## src/rtl/pipeline_hazard_ctrl_pkg.sv

```systemverilog
// ---------------------------------------------------------------------------
// pipe_ctrl_pkg
// Shared types and encodings for the pipeline hazard / sequencing controller.
//   state_t          : controller state (FILL, RUN, FLUSH)
//   PC_SEQ/BR/JMP    : pc_sel encodings (PC+4, branch target, jump target)
//   BR_BEQ/BR_BNE    : EX_MEM_Branch encodings; 00 and 11 mean no branch
//   redirect_taken() : branch/jump resolution of the instruction in MEM
// ---------------------------------------------------------------------------
package pipe_ctrl_pkg;

    typedef enum logic [1:0] {
        FILL  = 2'b00,
        RUN   = 2'b01,
        FLUSH = 2'b10
    } state_t;

    localparam logic [1:0] PC_SEQ = 2'b00;
    localparam logic [1:0] PC_BR  = 2'b01;
    localparam logic [1:0] PC_JMP = 2'b10;

    localparam logic [1:0] BR_BEQ = 2'b01;
    localparam logic [1:0] BR_BNE = 2'b10;

    function automatic logic redirect_taken(input logic [1:0] branch,
                                            input logic       zero,
                                            input logic       jump);
        return ((branch == BR_BEQ) &&  zero) ||
               ((branch == BR_BNE) && !zero) ||
               jump;
    endfunction

endpackage

```

## src/rtl/pipeline_hazard_ctrl_if.sv

```systemverilog
// ---------------------------------------------------------------------------
// pipeline_hazard_ctrl_if
// Bundle between the pipeline datapath (master) and the hazard controller
// (slave).
//   hazard inputs : ID_rs, ID_rt, ID_uses_rt, ID_EX_MemtoReg, ID_EX_dst,
//                   EX_MEM_Branch, EX_MEM_zero, EX_MEM_Jump
//   controls      : pc_write, IF_ID_write, IF_ID_flush, ID_EX_flush,
//                   EX_MEM_flush, pc_sel, fill_done
//   debug         : stall_count, flush_count (CNT_W bits, saturating)
// ---------------------------------------------------------------------------
interface pipeline_hazard_ctrl_if #(
    parameter int CNT_W = 16
);
    logic [4:0]       ID_rs;
    logic [4:0]       ID_rt;
    logic             ID_uses_rt;
    logic             ID_EX_MemtoReg;
    logic [4:0]       ID_EX_dst;
    logic [1:0]       EX_MEM_Branch;
    logic             EX_MEM_zero;
    logic             EX_MEM_Jump;

    logic             pc_write;
    logic             IF_ID_write;
    logic             IF_ID_flush;
    logic             ID_EX_flush;
    logic             EX_MEM_flush;
    logic [1:0]       pc_sel;
    logic             fill_done;
    logic [CNT_W-1:0] stall_count;
    logic [CNT_W-1:0] flush_count;

    modport master (
        output ID_rs, ID_rt, ID_uses_rt, ID_EX_MemtoReg, ID_EX_dst,
               EX_MEM_Branch, EX_MEM_zero, EX_MEM_Jump,
        input  pc_write, IF_ID_write, IF_ID_flush, ID_EX_flush, EX_MEM_flush,
               pc_sel, fill_done, stall_count, flush_count
    );

    modport slave (
        input  ID_rs, ID_rt, ID_uses_rt, ID_EX_MemtoReg, ID_EX_dst,
               EX_MEM_Branch, EX_MEM_zero, EX_MEM_Jump,
        output pc_write, IF_ID_write, IF_ID_flush, ID_EX_flush, EX_MEM_flush,
               pc_sel, fill_done, stall_count, flush_count
    );

endinterface

```

## src/rtl/pipeline_hazard_ctrl_sat_counter.sv

```systemverilog
// ---------------------------------------------------------------------------
// sat_counter
// Up-counter that sticks at all-ones instead of wrapping.
//   clock : counting clock
//   reset : asynchronous active-high clear
//   inc   : count one event at this edge
//   q     : current count (W bits)
// ---------------------------------------------------------------------------
module sat_counter #(
    parameter int W = 16
) (
    input  logic         clock,
    input  logic         reset,
    input  logic         inc,
    output logic [W-1:0] q
);

    logic [W-1:0] q_q;

    always_ff @(posedge clock or posedge reset) begin
        if (reset) begin
            q_q <= '0;
        end else if (inc && (q_q != '1)) begin
            q_q <= q_q + 1'b1;
        end
    end

    assign q = q_q;

endmodule

```

## src/rtl/pipeline_hazard_ctrl.sv

```systemverilog
// ---------------------------------------------------------------------------
// pipeline_hazard_ctrl
// Sequencing controller for the IF/ID, ID/EX, EX/MEM and MEM/WB registers:
// masks redirects while the pipeline fills after reset, inserts load-use
// bubbles, flushes wrong-path instructions when a branch/jump resolves in
// MEM, selects the next-PC source and keeps saturating stall/flush counters.
//   clock : pipeline clock
//   reset : asynchronous active-high; forces FILL and clears counters
//   bus   : pipeline_hazard_ctrl_if.slave (hazard inputs, controls, counters)
//
//   state | meaning
//   ------+--------------------------------------------------------------
//   FILL  | pipeline filling after reset; redirects masked, pc_sel=PC+4
//   RUN   | normal operation; redirect has priority over load-use stall
//   FLUSH | bubbles in ID/EX after a redirect; all hazards ignored
// ---------------------------------------------------------------------------
import pipe_ctrl_pkg::*;

module pipeline_hazard_ctrl #(
    parameter int FILL_CYCLES = 3,
    parameter int CNT_W       = 16
) (
    input  logic                  clock,
    input  logic                  reset,
    pipeline_hazard_ctrl_if.slave bus
);

    localparam int              FC_W      = (FILL_CYCLES > 1) ? $clog2(FILL_CYCLES) : 1;
    localparam logic [FC_W-1:0] FILL_LAST = FC_W'(FILL_CYCLES - 1);

    state_t          state_q, state_d;
    logic [FC_W-1:0] fill_cnt_q, fill_cnt_d;

    logic            in_run;
    logic            loaduse_window;
    logic            taken;
    logic            loaduse;
    logic            stall_evt;
    logic            flush_evt;

    logic            pc_write;
    logic            if_id_write;
    logic            if_id_flush;
    logic            id_ex_flush;
    logic            ex_mem_flush;
    logic [1:0]      pc_sel;

    logic [CNT_W-1:0] stall_q;
    logic [CNT_W-1:0] flush_q;

    // EX_MEM inputs may be X during FILL; the select form keeps them out
    // of every downstream term instead of relying on AND masking.
    assign in_run = (state_q == RUN);
    assign taken  = in_run ? redirect_taken(bus.EX_MEM_Branch, bus.EX_MEM_zero,
                                            bus.EX_MEM_Jump)
                           : 1'b0;

    // Load-use is legal in RUN and in the last fill cycle, when ID/EX is
    // already holding a real instruction.
    assign loaduse_window = !reset &&
                            (in_run || ((state_q == FILL) && (fill_cnt_q >= FILL_LAST)));

    assign loaduse = loaduse_window ?
                     (bus.ID_EX_MemtoReg && (bus.ID_EX_dst != 5'd0) &&
                      ((bus.ID_EX_dst == bus.ID_rs) ||
                       (bus.ID_uses_rt && (bus.ID_EX_dst == bus.ID_rt))))
                     : 1'b0;

    always_ff @(posedge clock or posedge reset) begin
        if (reset) begin
            state_q    <= FILL;
            fill_cnt_q <= '0;
        end else begin
            state_q    <= state_d;
            fill_cnt_q <= fill_cnt_d;
        end
    end

    always_comb begin
        state_d      = state_q;
        fill_cnt_d   = fill_cnt_q;
        pc_write     = 1'b1;
        if_id_write  = 1'b1;
        if_id_flush  = 1'b0;
        id_ex_flush  = 1'b0;
        ex_mem_flush = 1'b0;
        pc_sel       = PC_SEQ;
        stall_evt    = 1'b0;
        flush_evt    = 1'b0;

        case (state_q)
            FILL: begin
                if (fill_cnt_q == FILL_LAST) begin
                    state_d = RUN;
                end else begin
                    fill_cnt_d = fill_cnt_q + 1'b1;
                end
                if (loaduse) begin
                    pc_write    = 1'b0;
                    if_id_write = 1'b0;
                    id_ex_flush = 1'b1;
                    stall_evt   = 1'b1;
                end
            end

            RUN: begin
                if (taken) begin
                    pc_sel       = bus.EX_MEM_Jump ? PC_JMP : PC_BR;
                    if_id_flush  = 1'b1;
                    id_ex_flush  = 1'b1;
                    ex_mem_flush = 1'b1;
                    flush_evt    = 1'b1;
                    state_d      = FLUSH;
                end else if (loaduse) begin
                    pc_write    = 1'b0;
                    if_id_write = 1'b0;
                    id_ex_flush = 1'b1;
                    stall_evt   = 1'b1;
                end
            end

            FLUSH: begin
                state_d = RUN;
            end

            default: begin
                state_d    = FILL;
                fill_cnt_d = '0;
            end
        endcase
    end

    sat_counter #(.W(CNT_W)) u_stall_cnt (
        .clock (clock),
        .reset (reset),
        .inc   (stall_evt),
        .q     (stall_q)
    );

    sat_counter #(.W(CNT_W)) u_flush_cnt (
        .clock (clock),
        .reset (reset),
        .inc   (flush_evt),
        .q     (flush_q)
    );

    assign bus.pc_write     = pc_write;
    assign bus.IF_ID_write  = if_id_write;
    assign bus.IF_ID_flush  = if_id_flush;
    assign bus.ID_EX_flush  = id_ex_flush;
    assign bus.EX_MEM_flush = ex_mem_flush;
    assign bus.pc_sel       = pc_sel;
    assign bus.fill_done    = (state_q != FILL);
    assign bus.stall_count  = stall_q;
    assign bus.flush_count  = flush_q;

endmodule

```

## src/flat_wrapper.sv

```systemverilog
// flat-port wrapper written by rule: the top's interface ports become plain ports
module pipeline_hazard_ctrl_flat 
#(
    parameter int FILL_CYCLES = 3,
    parameter int CNT_W       = 16
)
  (clock, reset, bus_ID_rs, bus_ID_rt, bus_ID_uses_rt, bus_ID_EX_MemtoReg, bus_ID_EX_dst, bus_EX_MEM_Branch, bus_EX_MEM_zero, bus_EX_MEM_Jump, bus_pc_write, bus_IF_ID_write, bus_IF_ID_flush, bus_ID_EX_flush, bus_EX_MEM_flush, bus_pc_sel, bus_fill_done, bus_stall_count, bus_flush_count);
  pipeline_hazard_ctrl_if #(.CNT_W(CNT_W)) bus_i ();
  input  logic clock;
  input  logic reset;
  input wire logic [$bits(bus_i.ID_rs)-1:0] bus_ID_rs;
  input wire logic [$bits(bus_i.ID_rt)-1:0] bus_ID_rt;
  input wire logic [$bits(bus_i.ID_uses_rt)-1:0] bus_ID_uses_rt;
  input wire logic [$bits(bus_i.ID_EX_MemtoReg)-1:0] bus_ID_EX_MemtoReg;
  input wire logic [$bits(bus_i.ID_EX_dst)-1:0] bus_ID_EX_dst;
  input wire logic [$bits(bus_i.EX_MEM_Branch)-1:0] bus_EX_MEM_Branch;
  input wire logic [$bits(bus_i.EX_MEM_zero)-1:0] bus_EX_MEM_zero;
  input wire logic [$bits(bus_i.EX_MEM_Jump)-1:0] bus_EX_MEM_Jump;
  output wire logic [$bits(bus_i.pc_write)-1:0] bus_pc_write;
  output wire logic [$bits(bus_i.IF_ID_write)-1:0] bus_IF_ID_write;
  output wire logic [$bits(bus_i.IF_ID_flush)-1:0] bus_IF_ID_flush;
  output wire logic [$bits(bus_i.ID_EX_flush)-1:0] bus_ID_EX_flush;
  output wire logic [$bits(bus_i.EX_MEM_flush)-1:0] bus_EX_MEM_flush;
  output wire logic [$bits(bus_i.pc_sel)-1:0] bus_pc_sel;
  output wire logic [$bits(bus_i.fill_done)-1:0] bus_fill_done;
  output wire logic [$bits(bus_i.stall_count)-1:0] bus_stall_count;
  output wire logic [$bits(bus_i.flush_count)-1:0] bus_flush_count;
  assign bus_i.ID_rs = bus_ID_rs;
  assign bus_i.ID_rt = bus_ID_rt;
  assign bus_i.ID_uses_rt = bus_ID_uses_rt;
  assign bus_i.ID_EX_MemtoReg = bus_ID_EX_MemtoReg;
  assign bus_i.ID_EX_dst = bus_ID_EX_dst;
  assign bus_i.EX_MEM_Branch = bus_EX_MEM_Branch;
  assign bus_i.EX_MEM_zero = bus_EX_MEM_zero;
  assign bus_i.EX_MEM_Jump = bus_EX_MEM_Jump;
  assign bus_pc_write = bus_i.pc_write;
  assign bus_IF_ID_write = bus_i.IF_ID_write;
  assign bus_IF_ID_flush = bus_i.IF_ID_flush;
  assign bus_ID_EX_flush = bus_i.ID_EX_flush;
  assign bus_EX_MEM_flush = bus_i.EX_MEM_flush;
  assign bus_pc_sel = bus_i.pc_sel;
  assign bus_fill_done = bus_i.fill_done;
  assign bus_stall_count = bus_i.stall_count;
  assign bus_flush_count = bus_i.flush_count;
  pipeline_hazard_ctrl #(.FILL_CYCLES(FILL_CYCLES), .CNT_W(CNT_W)) u_core (.clock(clock), .reset(reset), .bus(bus_i));
endmodule
```

## config.mk

```make
export PLATFORM = sky130hd
export DESIGN_NAME = pipeline_hazard_ctrl_flat
export DESIGN_NICKNAME = d
export VERILOG_FILES = /design/src/rtl/pipeline_hazard_ctrl_pkg.sv /design/src/rtl/pipeline_hazard_ctrl_if.sv /design/src/rtl/pipeline_hazard_ctrl_sat_counter.sv /design/src/rtl/pipeline_hazard_ctrl.sv /design/src/flat_wrapper.sv
export SDC_FILE = /design/constraint.sdc
export NUM_CORES = 1
export LEC_CHECK = 0
export ABC_AREA = 1
export BUFFER_PORTS_ARGS = -buffer_cell sky130_fd_sc_hd__buf_2
export CORE_ASPECT_RATIO = 0.7
export CORE_MARGIN = 2
export CORE_UTILIZATION = 50
export DETAILED_ROUTE_END_ITERATION = 8
export PLACE_DENSITY = 0.75
export RECOVER_POWER = 50
export SLEW_MARGIN = 30
export SYNTH_ARGS = -nofsm -noshare
export SYNTH_HDL_FRONTEND = slang
export SYNTH_SLANG_ARGS = --single-unit
export TNS_END_PERCENT = 1
```

## constraint.sdc

```tcl
create_clock -name clock -period 2.15 [get_ports clock]
set_input_delay 0.1075 -clock clock [delete_from_list [all_inputs] [get_ports clock]]
set_output_delay 0.1075 -clock clock [all_outputs]
set_load 0.005 [all_outputs]
```

# Word-level counts from Yosys, hierarchy flattened
# Index checks and enable logic that the tools add are counted.
[totals] elab_cells=62 output_inout_bits=40 register_bits=36 inputBits=23
[op_classes] eq_ne=12 n_bitwise=1 muxes=20 add_sub_neg=3 n_reduce_logical=21 order_cmp=1
[ops] op="16-bit by 1-bit adder with 16-bit output (second input constant)" count=2
[ops] op="16-bit inequality test (second input constant)" count=2
[ops] op="2-bit 2-to-1 mux" count=6
[ops] op="5-bit equality test" count=2
[ops] op="1-bit logical AND" count=9
[ops] op="1-bit 2-to-1 mux" count=9
[ops] op="2-bit equality test (second input constant)" count=3
[ops] op="2-bit inequality test (second input constant)" count=3
[ops] op="1-bit one-hot mux with 2 select lines" count=3
[ops] op="2-bit one-hot mux with 3 select lines" count=1
[ops] op="5-bit nonzero test" count=1
[ops] op="2-bit by 1-bit equality test with 1-bit output (second input constant)" count=2
[ops] op="1-bit logical OR" count=4
[ops] op="2-bit one-hot mux with 2 select lines" count=1
[ops] op="2-bit AND reduction" count=2
[ops] op="2-bit by 1-bit adder with 2-bit output (second input constant)" count=1
[ops] op="2-bit >= comparator (second input constant)" count=1
[ops] op="1-bit zero test" count=2
[ops] op="2-bit zero test" count=1
[ops] op="2-bit nonzero test" count=1
[ops] op="2-bit OR reduction" count=1
[ops] op="1-bit NOT" count=1

# Longest topological paths before layout
# Gate-level depths: netlist of run 1.
[logic_depth] ltp_word=9 depth_mapped=12 depth_no_buf=11

# Hierarchy
# Synthesis of run 1 repeated with hierarchy kept, for this count alone.
[hier_totals] hier_cells=407 area_unflattened_um2=2731.4
[modules_own_cells] mod="sat_counter" area_per_inst_um2=1069.8 cells_per_inst=150 n_inst=2 seq_area_each_um2=400.4
[modules_own_cells] mod="pipeline_hazard_ctrl" area_per_inst_um2=591.8 cells_per_inst=107 n_inst=1 seq_area_each_um2=100.1

# Worst setup path before layout of run 1
# OpenSTA, ideal clock, no wires.
[synth_timing] path_kind="reg2out" startpoint="register u_core.state_q[1]" endpoint="output port bus_pc_write" n_path_buf=2 required_time_ps=2043 slack_ps=449 t_arrival_ps=1594 stages_incl_launch_ff=10 path_cell_list="dfrtp_1 > inv_1 > ha_1 > a21oi_1 > nand2_1 > nand3_1 > a21oi_4 > buf_8 > nand2_1 > buf_4"
[synth_via] elab_chain_len=8 word_cells_on_any_way=10 cone_classes="eq/ne (1); mux (5); reduce/logical (4)"
[synth_lines] element="from (decl)" line="pipeline_hazard_ctrl.sv:31" text="state_t state_q, state_d;"
[synth_lines] element="from (signal assigned)" line="pipeline_hazard_ctrl.sv:74" text="state_q <= state_d;"
[synth_lines] element="2-bit zero test"
[synth_lines] element="1-bit logical AND" line="pipeline_hazard_ctrl.sv:61" text="(in_run || ((state_q == FILL) && (fill_cnt_q >= FILL_LAST)));"
[synth_lines] element="1-bit logical OR" line="pipeline_hazard_ctrl.sv:61"
[synth_lines] element="1-bit logical AND" line="pipeline_hazard_ctrl.sv:60" text="assign loaduse_window = !reset &&"
[synth_lines] element="1-bit 2-to-1 mux" line="pipeline_hazard_ctrl.sv:63" text="assign loaduse = loaduse_window ?"
[synth_lines] element="1-bit 2-to-1 mux (2 in a row)"
[synth_lines] element="1-bit one-hot mux with 2 select lines (*)"
[synth_lines] element="to (decl)" line="flat_wrapper.sv:19" text="output wire logic [$bits(bus_i.pc_write)-1:0] bus_pc_write;"
# Every way passes the cells marked *; elsewhere a longest branch is shown, timed or not.

# Final worst setup path of run 1
[layout_timing] startpoint="register u_core.state_q[0]" endpoint="output port bus_ID_EX_flush"
[layout_via] elab_chain_len=8 word_cells_on_any_way=10 cone_classes="eq/ne (1); mux (5); reduce/logical (4)"
[layout_lines] element="2-bit zero test" line="pipeline_hazard_ctrl.sv:61, pipeline_hazard_ctrl.sv:91"
[layout_lines] element="1-bit logical AND" line="pipeline_hazard_ctrl.sv:61"
[layout_lines] element="1-bit logical OR" line="pipeline_hazard_ctrl.sv:61"
[layout_lines] element="1-bit logical AND" line="pipeline_hazard_ctrl.sv:60"
[layout_lines] element="1-bit 2-to-1 mux" line="pipeline_hazard_ctrl.sv:63"
[layout_lines] element="1-bit 2-to-1 mux" line="pipeline_hazard_ctrl.sv:98, pipeline_hazard_ctrl.sv:114"
[layout_lines] element="1-bit 2-to-1 mux" line="pipeline_hazard_ctrl.sv:107" text="if (taken) begin"
[layout_lines] element="1-bit one-hot mux with 2 select lines (*)" line="pipeline_hazard_ctrl.sv:91" text="case (state_q)"
[layout_lines] element="to (decl)" line="flat_wrapper.sv:22" text="output wire logic [$bits(bus_i.ID_EX_flush)-1:0] bus_ID_EX_flush;"
# Marks and branches as above.

==> impl_metrics.yaml, run 1 <==
outcome:
  run_status: "finished, final reports clean"
yosys:
  synth_cells: 383
  synth_compound_area_share_pct: 8.55
  synth_top_cell_by_area: "dfrtp_1"
  synth-adder-area-share_pct: 3.68
  seq_area_frac_synth_pct: 33.1
  synth_top_family_by_area: "simple AND/OR/NAND/NOR gates"
  synth_warnings: 0
  synth_area_leaders: "dfrtp_1 33%, nand2_1 16%, inv_1 7.3%"
  synth.most_common_cell: "nand2_1"
  ys_top_cells_by_count: "117 x nand2_1, 53 x inv_1, 36 x dfrtp_1, 32 x nor2_1, 27 x nand3_1"
  synthMuxAreaShare_pct: 0.414
  syn_nets: 414
  ys.flop_type: "dfrtp_1"
  synthSimpleGateAreaFrac_pct: 36.2
  synth-async-reset-ratio_pct: 100
  synth.distinct_cells: 30
  ys_seq_elements: 36
  netlist.area_leader.share_pct: 33.1
  synth_xor_area_share_pct: 6.76
  syn-cell-area_um2: 2720
  synth_edf_count: 0
  syn_area_per_cell_um2: 7.11
placement:
  gp_congestion: 0.960
  io_buffers: 62
  place_hpwl_mm: 4.90
worst_setup_path:
  rr_worst_depth: 10
  r2r_setup_slack_ns: 0.28
  worstPathRequired_ns: 2.04
  worstPathMaxFanout: 17
  start_kind: "register"
  setup.worst_path.class: "register to output port"
  worstReg2RegStart: "u_core.u_stall_cnt.q[0]"
  end_kind: "output port"
  r2r-end: "u_core.u_stall_cnt.q[12]"
  arrival_ns: 1.87
sta:
  clock_skew_ns: 0.00602
  finalSetupViolations: 0
  min_period_ns: 1.98
  timing.hold.ws_ns: 0.420
  worst_pin_slew_ns: 0.900
  maxSlewViolCount: 0
  min_period_over_period_pct: 91.9
  setup_tns_ns: 0
  relSlewSlack_pct: 40.0
  final-hold-violation-count: 0
  max_freq_mhz: 506
  rsz0062_at_grt: "no"
drt:
  detail_route.wl_per_cell_um: 12.3
  firstDrtPassIters: 5
  antenna_left: 0
  num_vias: 2618
  remaining_drc_errors: 0
  drt-initial-drc-count: 147
  routed_wl_mm: 6.44
  vias_per_cell: 5.01
power_and_ir_drop:
  leakage_nw: 1.82
  switching_share_pct: 37.8
  p_comb_share_pct: 34.8
  p_int_mw: 1.47
  clkPwrFrac_pct: 25.2
  power.density_nw_per_um2: 734
  p_sw_mw: 0.893
  peakVddDrop_uv: 446
  power_frac_seq_pct: 40.0
die:
  design.core.area_um2: 5260
  dieArea_um2: 6060
  initial_core_util_pct: 51.8
  die-height_um: 65.7
  pin_count: 63
  die_x_um: 92.2
  row_count: 22
layout:
  nNetsFinal: 481
  fill_cells: 504
  drive_gt1_share_pct: 23.5
  final_util_pct: 61.2
  syn2layout_area_growth_pct: 18.2
  antenna_cells: 0
clocking:
  cts_sinks: 36
  h-tree-depth: 2
  clk_pin_slew_worst_paths_ns: 0.07
  cts_tree: "done"
  cts_buffers: 5
  cts_max_path_buffers: 2
  clk-insertion-delay-late_ns: 0.29
  cts_root_buf: "clkbuf_8"
global_routing:
  grt_max_degree: 37
  gr-usage-met3_pct: 4.13
  top_usage_layer: "met2"
  grt_pass1_wl_mm: 11.0
  grt_pass1_vias: 2339
  grt_usage_pct: 22.8
  grt_use_met2_pct: 35.1
  grt_antenna_before_repair: 0
  grtUsageMet1_pct: 33.4
  grt_remaining_overflow: 0
min_path:
  hold_class: "primary input to register"
  hold_end: "u_core.u_stall_cnt.q[15]"
  whs_path_depth: 7
  hp-start: "bus_ID_rs[2]"
run:
  maxCapViolCount: 0
==> power by group through the flow <==
stage | logic, mW | registers (mW) | clock network [mW]
floorplan | 0.565 | 0.932 | 0
detailed placement | 0.818 | 0.953 | 0
CTS | 0.827 | 0.940 | 0.608
global placement | 0.794 | 0.945 | 0
global route | 0.945 | 0.969 | 0.650
finish | 0.823 | 0.945 | 0.594
==> final cells by class <==
class / instances / area, um^2 / share of cell area (%)
Multi-Input combinational cell: 278 / 1520 / 47.3
Sequential cell: 36 / 902 / 28.0
Timing Repair Buffer: 69 / 369 / 11.5
Inverter: 60 / 228 / 7.08
Tap cell: 72 / 90.1 / 2.80
Clock buffer: 6 / 72.6 / 2.26
Clock inverter: 2 / 35.0 / 1.09
==> metal layers <==
metal,routed length (um),vias to the layer above
li1,-,1328
met1,3180,1204
met2,2820,80
met3,389,6
met4,46,0
met5,0,-
==> timing repair <==
action / 4_1_cts / 5_1_grt
resized for setup: 1 / 2
endpoints found under the hold margin: 36 / 0
hold buffers: 1 / 0
setup endpoints to repair: 1 / 3
setup buffers: 0 / 3
pin swaps: 0 / 1
==> state kept, by name, summed over array words and instances (netlist names) <==
| register | cells |
|---|---|
| u_core.state_q | 2 |
| u_core.fill_cnt_q | 2 |
| u_core.u_stall_cnt.q | 16 |
| u_core.u_flush_cnt.q | 16 |
==> logic make-up (layout without fill, tap and decap cells) <==
kind of cell | after synthesis | in the layout
adders and majority gates | 8 | 8
muxes | 1 | 1
xor gates and xnor gates | 21 | 21
AOI/OAI and AO/OA | 35 | 35
and+or+nand+nor | 213 | 213
DFF | 36 | 36
buffers and inverters | 69 | 137
==> through the flow <==
| step | setup WS, ns | instance area [um^2] | power [mW] | cells |
|---|---|---|---|---|
| after detailed placement | 0.305 | 3080 | 1.77 | 511 |
| after global placement | 0.383 | 3080 | 1.74 | 511 |
| after CTS | 0.0914 | 3200 | 2.37 | 520 |
| final | 0.175 | 3220 | 2.36 | 523 |
| after floorplan | 0.449 | 2720 | 1.50 | 383 |
| after global routing | 0.0150 | 3220 | 2.56 | 523 |
==> layout by cell type (no fill, tap or decap), drive strengths merged, types with 12 or more instances in the layout <==
master  Yosys  layout
inv        60      60
o21ai      14      14
clkbuf      0      12
dfrtp      36      36
nand2     122     122
o21bai     16      16
buf         9      62
xor2       18      18
nor2       37      37
nand3      40      40
==> worst max path at each step <==
stage / from / end / slack [ns] / cells after the start
global placement: u_core.state_q[0] / bus_ID_EX_flush / 0.38 / 9
floorplan: u_core.state_q[1] / bus_pc_write / 0.45 / 9
CTS: u_core.state_q[0] / bus_ID_EX_flush / 0.09 / 9
detailed placement: u_core.state_q[0] / bus_ID_EX_flush / 0.30 / 9
finish: u_core.state_q[0] / bus_ID_EX_flush / 0.17 / 9
global route: u_core.state_q[0] / bus_ID_EX_flush / 0.02 / 9
==> worst max-delay path: stages (launching register included) <==
cell	delay, ns
dfrtp_2	0.40
inv_1	0.07
ha_1	0.27
a21oi_2	0.15
nand2_1	0.05
nand3_1	0.14
inv_1	0.09
nand2_4	0.17
nand2_1	0.09
buf_2	0.13
No activity file was read; power rests on OpenSTA's default activity.
==> inputs of run 2 (changes only) <==
- CAP_MARGIN: not set -> 10
- CORE_UTILIZATION: 50 -> 49
- CTS_BUF_LIST: not set -> sky130_fd_sc_hd__clkbuf_8 sky130_fd_sc_hd__clkbuf_16
- PLACE_DENSITY: 0.75 -> 0.77
- clock period: 2.15 -> 1.7 ns (I/O delays scaled with it)
==> impl_metrics.yaml, run 2 (synthesized netlist as in run 1, its figures left out) <==
outcome:
  run_status: "finished, final reports clean"
drt:
  routed_wl_mm: 6.84
  antenna_left: 0
  firstDrtPassIters: 4
  num_vias: 2647
  drt-initial-drc-count: 145
  remaining_drc_errors: 0
  detail_route.wl_per_cell_um: 12.7
  vias_per_cell: 4.91
clocking:
  clk-insertion-delay-late_ns: 0.29
  h-tree-depth: 2
  cts_buffers: 5
  cts_sinks: 36
  cts_root_buf: "clkbuf_8"
  clk_pin_slew_worst_paths_ns: 0.08
  cts_max_path_buffers: 2
  cts_tree: "done"
worst_setup_path:
  r2r-end: "u_core.u_flush_cnt.q[15]"
  end_kind: "output port"
  worstPathMaxFanout: 4
  arrival_ns: 1.57
  r2r_setup_slack_ns: 0.12
  worstPathRequired_ns: 1.62
  setup.worst_path.class: "register to output port"
  worstReg2RegStart: "u_core.u_flush_cnt.q[0]"
  start_kind: "register"
  rr_worst_depth: 6
global_routing:
  grt_max_degree: 37
  grt_pass1_wl_mm: 11.7
  grt_pass1_vias: 2569
  grt_remaining_overflow: 0
  grt_usage_pct: 23.9
  grt_antenna_before_repair: 0
min_path:
  hold_end: "u_core.u_stall_cnt.q[15]"
  hp-start: "bus_ID_rs[2]"
  whs_path_depth: 7
  hold_class: "primary input to register"
placement:
  io_buffers: 62
  gp_congestion: 0.913
  place_hpwl_mm: 5.12
  dp.cells: 525
power_and_ir_drop:
  leakage_nw: 1.89
  peakVddDrop_uv: 603
  power.density_nw_per_um2: 914
  power.total_mw: 3.08
die:
  dieArea_um2: 6180
  design.core.area_um2: 5310
  die_x_um: 93.1
  die-height_um: 66.4
  pin_count: 63
  initial_core_util_pct: 51.2
  row_count: 22
sta:
  min_period_over_period_pct: 97.1
  min_period_ns: 1.65
  rsz0062_at_grt: "yes"
  clock_skew_ns: 0.0114
  max_freq_mhz: 606
  relSlewSlack_pct: 38.6
  maxSlewViolCount: 0
  finalSetupViolations: 0
  worst_pin_slew_ns: 0.921
  final-hold-violation-count: 0
layout:
  antenna_cells: 0
  final_cell_mix: "117 x nand2_1, 57 x buf_2, 54 x inv_1"
  nNetsFinal: 497
  drive_gt1_share_pct: 27.0
  syn2layout_area_growth_pct: 23.9
  layout_commonest_cell: "nand2_1"
  final_cells: 539
run:
  maxCapViolCount: 0
run 2: changes by cell type in the layout (fill, tap and decap cells not counted), sizes merged:
cell / previous run / this run
clkinv: 1 / 0
inv: 60 / 62
bufinv: 1 / 0
buf: 62 / 78
run 2: final cells by class:
class,instances,area (um^2)
Clock buffer,6,82.6
Clock inverter,2,7.51
Fill cell,464,1940
Inverter,60,230
Multi-Input combinational cell,278,1560
Sequential cell,36,901
Tap cell,72,90.1
Timing Repair Buffer,85,505
run 2: what timing repair did:
action	CTS	global route
gates resized for setup	7	6
hold endpoints to repair	36	0
buffers inserted	3	2
pin swaps	1	1
endpoints found under the setup margin	20	27
hold buffers	1	0
run 2: metrics by stage:
stage | setup TNS [ns] | worst slack [ns] | util (%) | hold slack, ns | area (um^2)
2_1_floorplan | 0 | 0.0213 | - | 0.250 | 2720
3_5_place_dp | -0.361 | -0.0404 | 60.1 | 0.237 | 3190
6_report | 0 | 0.0491 | 63.5 | 0.385 | 3370
5_1_grt | -0.300 | -0.0483 | 63.5 | 0.417 | 3370
4_1_cts | 0 | 0.0333 | 63.1 | 0.382 | 3350
3_3_place_gp | 0 | 0.0648 | 60.1 | 0.237 | 3190
run 2: worst max-delay path by stage:
| stage | to | startpoint | slack [ns] |
|---|---|---|---|
| 4_1_cts | bus_ID_EX_flush | u_core.state_q[0] | 0.03 |
| 3_5_place_dp | u_core.u_stall_cnt.q[13] | u_core.state_q[1] | -0.04 |
| 3_3_place_gp | bus_ID_EX_flush | u_core.state_q[1] | 0.06 |
| 6_report | bus_IF_ID_write | u_core.state_q[1] | 0.05 |
| 2_1_floorplan | bus_pc_write | u_core.state_q[1] | 0.02 |
| 5_1_grt | bus_pc_write | u_core.state_q[1] | -0.05 |
run 2: power by group:
part	switching (mW)	leakage, nW	internal [mW]
Sequential	0.146	0.405	1.02
Clock	0.316	0.0538	0.319
Combinational	0.732	1.43	0.554
run 2: per-layer routing:
layer  routed length (um)  global-route usage (%)
met1                 3350                    33.2
met2                 3040                    38.9
met3                  409                    3.99
met4                   33                    6.43
met5                    0                       0
run 2: critical path, stage by stage (launching register included):
cell	delay, ns
dfrtp_1	0.39
inv_2	0.12
ha_4	0.16
a21oi_2	0.05
nand2_1	0.07
nand3_2	0.10
a21oi_4	0.16
nand2_1	0.08
buf_2	0.13
